$ cat src/rtl/hex_string_formatter.sv
// Formats a 32-bit word plus an 8-char ASCII label into a 16-char display string, one hex digit per cycle.
// Build macro HEX_STRING_FORMATTER_ZERO_BLANK_EN: leading zero digits (except the last) render as spaces.
module hex_string_formatter #(
  parameter bit          UPPERCASE = 1'b1,
  parameter logic [23:0] MIN_GAP   = 24'd0
) (
  input  logic         clk,
  input  logic         resetn,
  input  logic         in_valid,
  output logic         in_ready,
  input  logic [31:0]  in_value,
  input  logic [63:0]  in_label,
  output logic [127:0] str_out,
  output logic         str_valid,
  output logic         busy
);

  localparam logic [127:0] ALL_SPACES = {16{8'h20}};

  typedef enum logic [1:0] {IDLE, CONVERT, COMMIT, GAP} state_t;

  state_t       state_q, state_d;
  logic [2:0]   nib_cnt_q;
  logic [23:0]  gap_cnt_q;
  logic [31:0]  shift_q;
  logic [63:0]  label_q;
  logic [55:0]  hex_q;
  logic         accept;
  logic         last_nib;
  logic [3:0]   nib;
  logic [7:0]   hex_char;
  logic [7:0]   out_char;

  assign accept   = in_valid && in_ready;
  assign nib      = shift_q[31:28];
  assign last_nib = (state_q == CONVERT) && (nib_cnt_q == 3'd7);

  always_comb begin
    hex_char = 8'h30 + {4'h0, nib};
    if (nib >= 4'd10) begin
      // 8'h37 + 10 = 'A', 8'h57 + 10 = 'a'
      hex_char = (UPPERCASE ? 8'h37 : 8'h57) + {4'h0, nib};
    end
  end

`ifdef HEX_STRING_FORMATTER_ZERO_BLANK_EN
  logic blank_q;

  // Char 15 is always a digit so a zero word still shows "0".
  assign out_char = (blank_q && (nib == 4'd0) && (nib_cnt_q != 3'd7)) ? 8'h20 : hex_char;

  always_ff @(posedge clk or negedge resetn) begin
    if (!resetn) begin
      blank_q <= 1'b1;
    end else if (accept) begin
      blank_q <= 1'b1;
    end else if ((state_q == CONVERT) && (nib != 4'd0)) begin
      blank_q <= 1'b0;
    end
  end
`else
  assign out_char = hex_char;
`endif

  // NOTE: sequential state uses non-blocking assignments so every flop samples pre-edge values.
  always_ff @(posedge clk or negedge resetn) begin
    if (!resetn) begin
      state_q <= IDLE;
    end else begin
      state_q <= state_d;
    end
  end

  // NOTE: every output of this block gets a default first, so no path can infer a latch.
  always_comb begin
    state_d  = state_q;
    in_ready = 1'b0;
    busy     = 1'b1;
    unique case (state_q)
      IDLE: begin
        in_ready = 1'b1;
        busy     = 1'b0;
        if (in_valid) state_d = CONVERT;
      end
      CONVERT: if (nib_cnt_q == 3'd7) state_d = COMMIT;
      COMMIT:  state_d = (MIN_GAP == 24'd0) ? IDLE : GAP;
      GAP:     if (gap_cnt_q <= 24'd1) state_d = IDLE;
      default: state_d = IDLE;
    endcase
  end

  // The whole string is written on the edge that closes the last digit, so the
  // COMMIT cycle already presents the new line together with the str_valid pulse.
  always_ff @(posedge clk or negedge resetn) begin
    if (!resetn) begin
      nib_cnt_q <= 3'd0;
      gap_cnt_q <= 24'd0;
      str_out   <= ALL_SPACES;
      str_valid <= 1'b0;
    end else begin
      str_valid <= 1'b0;
      if (accept) begin
        nib_cnt_q <= 3'd0;
      end else if (state_q == CONVERT) begin
        nib_cnt_q <= nib_cnt_q + 3'd1;
      end
      if (state_q == COMMIT) begin
        gap_cnt_q <= MIN_GAP;
      end else if (state_q == GAP) begin
        gap_cnt_q <= gap_cnt_q - 24'd1;
      end
      if (last_nib) begin
        str_out   <= {label_q, hex_q, out_char};
        str_valid <= 1'b1;
      end
    end
  end

  // NOTE: the shadow registers carry no reset: each is fully rewritten before str_out reads it.
  always_ff @(posedge clk) begin
    if (accept) begin
      shift_q <= in_value;
      label_q <= in_label;
    end else if (state_q == CONVERT) begin
      shift_q <= {shift_q[27:0], 4'h0};
      hex_q   <= {hex_q[47:0], out_char};
    end
  end

endmodule

$ cat config.mk
export PLATFORM = sky130hd
export DESIGN_NAME = hex_string_formatter
export DESIGN_NICKNAME = d
export VERILOG_FILES = /design/src/rtl/hex_string_formatter.sv
export SDC_FILE = /design/constraint.sdc
export NUM_CORES = 1
export LEC_CHECK = 0
export CORE_ASPECT_RATIO = 0.8
export CORE_MARGIN = 2
export CORE_UTILIZATION = 46
export CTS_CLUSTER_DIAMETER = 80
export DETAILED_ROUTE_END_ITERATION = 10
export PLACE_DENSITY = 0.76
export SYNTH_ARGS = -nofsm -noshare
export SYNTH_HDL_FRONTEND = slang
export SYNTH_SLANG_ARGS = --single-unit
$ cat constraint.sdc
create_clock -name clk -period 3.9 [get_ports clk]
set_input_delay 0.78 -clock clk [delete_from_list [all_inputs] [get_ports clk]]
set_output_delay 0.78 -clock clk [all_outputs]
set_load 0.05 [all_outputs]
# --- Yosys cells after proc, flatten, opt, wreduce, memory -nomap -nowiden ---
# Cells that the tools add are included.
totals:
  elab_cells: 43
  output_inout_bits: 131
  ram_bits: 0
  reg_bits: 310
  n_memories: 0
  mem_bits_ro: 0
  latch_bits: 0
op_classes:
  n_mul: 0
  mux: 14
  n_eq_ne: 7
  magnitude_cmp: 2
  addsub: 4
  bitwise: 1
  shift: 0
  div: 0
  n_reduce_logical: 7
ops:
  columns: ["operator", "n"]
  rows:
  - ["$mux 32", 2]
  - ["$mux 24", 2]
  - ["$le 24x1->1 const B", 1]
  - ["$sub 24x1->24 const B", 1]
  - ["$add 6x4->7 const A", 2]
  - ["$pmux 2 s4", 1]
  - ["$mux 7", 1]
  - ["$mux 2", 3]
  - ["$mux 3", 2]
  - ["$eq 2x2->1 const B", 2]
  - ["$ge 4x4->1 const B", 1]
  - ["$ne 2x2->1 const B", 2]
  - ["$reduce_bool 2->1", 2]
  - ["$add 3x1->3 const B", 1]
  - ["$eq 3x3->1 const B", 1]
  - ["$mux 1", 3]
  - ["$reduce_and 3->1", 1]
  - ["$eq 2x1->1 const B", 1]
  - ["$logic_and 1x1->1", 2]
  - ["$logic_not 2->1", 1]
  - ["$ne 2x1->1 const B", 1]
  - ["$reduce_and 2->1", 1]
  - ["$not 1->1", 1]

# --- Longest topological paths before layout ---
logic_depth:
  depth_word: 5
  ltp_mapped: 9
  ltp_nobuf: 7

# --- Worst setup path after synthesis ---
# No wires, ideal clock.
synth_timing:
  kind: "register -> register"
  from: "reg state_q[1]"
  to: "reg shift_q[24] (data pin)"
  period_less_slack_ps: 4454
  required_time_ps: 3635
  path_stages_with_launch: 7
  arrival_time_ps: 4189
  path_slack_ps: -554
  setup_time_ps: 265
  path_cell_list: "dfrtp_1 clkbuf_1 nor2_1 nand2_1 inv_1 clkbuf_1 mux2_2"
synth_between:
  elab_chain_len: 4
synth_rtl:
  columns: ["item", "line_no", "text"]
  rows:
  - ["from (decl)", "22", "state_t state_q, state_d;"]
  - ["from (signal assigned)", "70", "state_q <= state_d;"]
  - ["$logic_not 2->1", "79", "unique case (state_q)"]
  - ["$mux 1", "79", null]
  - ["via in_ready", "10", "output logic in_ready,"]
  - ["$logic_and 1x1->1", "34", "assign accept = in_valid && in_ready;"]
  - ["via accept", "28", "logic accept;"]
  - ["$mux 32", "121", "if (accept) begin"]
  - ["to (signal assigned)", "122", "shift_q <= in_value;"]
  - ["to (signal assigned)", "125", "shift_q <= {shift_q[27:0], 4'h0};"]
  - ["to (decl)", "25", "logic [31:0] shift_q;"]
# The timed path passes the listed nets, and every way through them passes these cells.
# A chain may end at the register's enable or synchronous reset.

# --- Worst setup path in the final report ---
layout_timing:
  from: "reg state_q[1]"
  to: "out in_ready"
layout_between:
  elab_chain_len: 2
layout_rtl:
  columns: ["item", "line_no"]
  rows:
  - ["$logic_not 2->1", "79"]
  - ["$mux 1", "79"]
  - ["to (decl)", "10"]
# No other way between the ends.

==> flow_summary.yaml <==
run_status:
  run_status: "finished clean"
placement:
  post-dp-hpwl_um: 14800
  numPlacedInstances: 1371
  port_buffers: 221
  gp_congestion: 0.762
synth:
  area_contributors_post_synth: "sky130_fd_sc_hd__edfxtp_1 (40%), sky130_fd_sc_hd__dfrtp_1 (31%), sky130_fd_sc_hd__nand2_1 (13%)"
  synth_common_cells: "sky130_fd_sc_hd__nand2_1 (370), sky130_fd_sc_hd__edfxtp_1 (145), sky130_fd_sc_hd__dfrtp_1 (134), sky130_fd_sc_hd__clkbuf_1 (31), sky130_fd_sc_hd__mux2_2 (30)"
  synth_async_sr_flop_share: 0.508
  synth.lib_cells_used.distinct: 47
  post-synth-top-area-fraction: 0.400
  post-synth-top-count-cell: "sky130_fd_sc_hd__nand2_1"
  postSynthAreaPerCell_um2: 12.6
  synthFlopType: "sky130_fd_sc_hd__edfxtp_1"
  synth_top_family_by_area: "simple AND/OR/NAND/NOR gates"
  synth.ff_latch_count: 295
  synthMuxAreaShare: 0.0329
  synth-compound-area-share: 0.0239
  number_of_synthesized_flops_with_an_enable_pin: 145
  post_synth_xor_area_fraction: 0.00804
  synth_area_leader_cell: "sky130_fd_sc_hd__edfxtp_1"
  sequential_element_share_of_the_synthesized_area: 0.746
  synthesis.area_mm2: 0.0109
  yosys_warnings: 0
  synthAdderAreaFrac: 0.00689
  post_synth_and_or_nand_nor_area_fraction: 0.160
  syn-instance-count: 864
sta:
  worst_slew_pin_slew_ns: 1.21
  post-route-min-period_ns: 3.19
  slew_headroom: 0.190
  fin_worst_skew_ns: 0.0113
  timing_max_transition_violations_final: 0
  unrepaired_setup_endpoints_after_global_routing: "no"
  fin_tns_setup_ns: 0
  whs_ns: 0.331
  hold_viol: 0
  setup_viol: 0
  min_period_over_period: 0.818
  max_freq_ghz: 0.314
cts:
  number_of_cts_inserted_buffers: 30
  cts.root.buffer_cell: "sky130_fd_sc_hd__clkbuf_16"
  clkLatencyLatePin_ns: 0.54
  clock_tree_from_tritoncts: "done"
  post_cts_resize_count: 0
  postCtsSetupRepairBufs: 0
  cts_htree_levels: 1
  ctsHoldBuffers: 0
  cts.sink_count: 295
  clkSlewWorstSetupHoldPaths_ns: 0.06
  cts_max_path_buffers: 3
pwr:
  power-per-cell-area_mw_per_mm2: 954
  finalPower_mw: 13.7
  power.static_leakage_nw: 6.14
  vdd_ir_drop_max_mv: 0.478
detailed_routing:
  dr.first_iter.drc_count: 463
  drt_first_pass_iters: 5
  antenna_left: 0
  wl_um: 22600
  wire_per_inst_um: 15.8
  routed_via_density: 4.92
  via_count: 7020
  drc_errors: 0
global_route:
  pin_count_of_the_biggest_net_entering_global_routing: 94
  initial_antenna_violation_count: 0
  wire_length_of_the_first_global_routing_pass_um: 35900
  grt-ovfl-total: 0
  grt_pass1_vias: 6924
  global_route.usage.total: 0.180
die:
  io_pins: 230
  chipWidth_um: 176
  die-area_mm2: 0.0249
  floorplan.core_area_mm2: 0.0233
  core.rowCount: 50
  initial_core_util: 0.467
  die-height_um: 142
worst_setup_path:
  critical_path.max_fanout: 13
  crit_required_ns: 3.12
  critical_path.max_stage_delay_ns: 0.90
  critical_path_arrival_ns: 2.41
  slowest_stage_cell_crit_path: "sky130_fd_sc_hd__clkdlybuf4s50_1"
  critical_path.startpoint_type: "flop"
  critical_path_sink_type: "output port"
  crit_chain: "nor2_1 -> clkdlybuf4s50_1"
  path_class: "reg -> out"
flow_run:
  maxCapViolations: 0
finish:
  nNetsFinal: 1196
  layout.cells.non_filler: 1427
  syn2layout_area_growth_pct: 32.2
  drive_above_1_share: 0.102
  num_antenna_cells: 0
min_path:
  timing.hold.worst.class: "in -> async"
## state kept, by name, indices dropped and copies added (netlist names)
| register | flops |
|---|---|
| state_q | 2 |
| gap_cnt_q | 24 |
| hex_q | 49 |
| label_q | 64 |
| str_valid | 1 |
| str_out | 120 |
| shift_q | 32 |
| nib_cnt_q | 3 |
## stage by stage
stage / utilization / setup slack, ns / area (um^2)
after floorplan: - / 0.510 / 10900
after global routing: 0.617 / 0.606 / 14400
after global placement: 0.575 / 1.14 / 13400
after detailed placement: 0.575 / 1.11 / 13400
after CTS: 0.617 / 0.710 / 14400
final: 0.617 / 0.711 / 14400
## power breakdown
part	internal, mW	switching (mW)
sequential	4.86	0.672
clock	1.64	1.14
combinational	1.76	3.67
total	8.26	5.48
## layout make-up
type | instances | area [um^2]
Tap cell | 312 | 390
Timing Repair Buffer | 229 | 2300
Clock inverter | 10 | 81.3
Multi-Input combinational cell | 524 | 2560
Fill cell | 1801 | 8930
Inverter | 11 | 45.0
Clock buffer | 46 | 892
Sequential cell | 295 | 8130
## layer usage
layer	routed length, um	part of all wire	up-vias	track usage
met2	10700	0.47	224	0.292
met3	1800	0.080	34	0.0472
met1	9600	0.42	3425	0.244
li1	-	-	3337	-
met5	0	0	-	0
met4	468	0.021	0	0.0457
## kinds of logic (layout without fill, tap and decap cells)
logic type	count (synthesis)	in the layout
and+or+nand+nor	427	427
AOI/OAI and AO/OA	41	41
other	1	8
muxes	32	32
adders and majority gates	6	6
buffers and inverters	52	296
xor gates and xnor gates	10	10
DFF	295	295
## final timing paths
check | start | endpoint | slack [ns] | cells after the start
max in group asynchronous | resetn | str_out[93] | 2.62 | 2
worst max-delay path | state_q[1] | in_ready | 0.71 | 2
min in group clk | label_q[58] | str_out[122] | 0.43 | 2
worst min register to register | label_q[58] | str_out[122] | 0.43 | 2
worst max register to register | state_q[1] | str_out[83] | 1.32 | 8
worst min-delay path | resetn | str_out[59] | 0.33 | 1
## worst max-delay path, delay by kind of cell (launching register included)
| kind | cells | cell delay, ns |
|---|---|---|
| buf+inv | 1 | 0.90 |
| flops | 1 | 0.52 |
| simple gates | 1 | 0.46 |
## cells in the final DEF (no fill, tap or decap), drive strengths merged, types with 6 or more instances in the layout
cell / instances
a21oi: 11
buf: 9
clkbuf: 46
clkdlybuf4s50: 220
clkinv: 8
conb: 8
dfrtp: 134
dfstp: 16
edfxtp: 145
ha: 6
inv: 11
mux2: 30
nand2: 370
nor2: 17
nor4: 7
o21ai: 9
o31ai: 7
or4: 10
(Power assumes the default switching activity.)
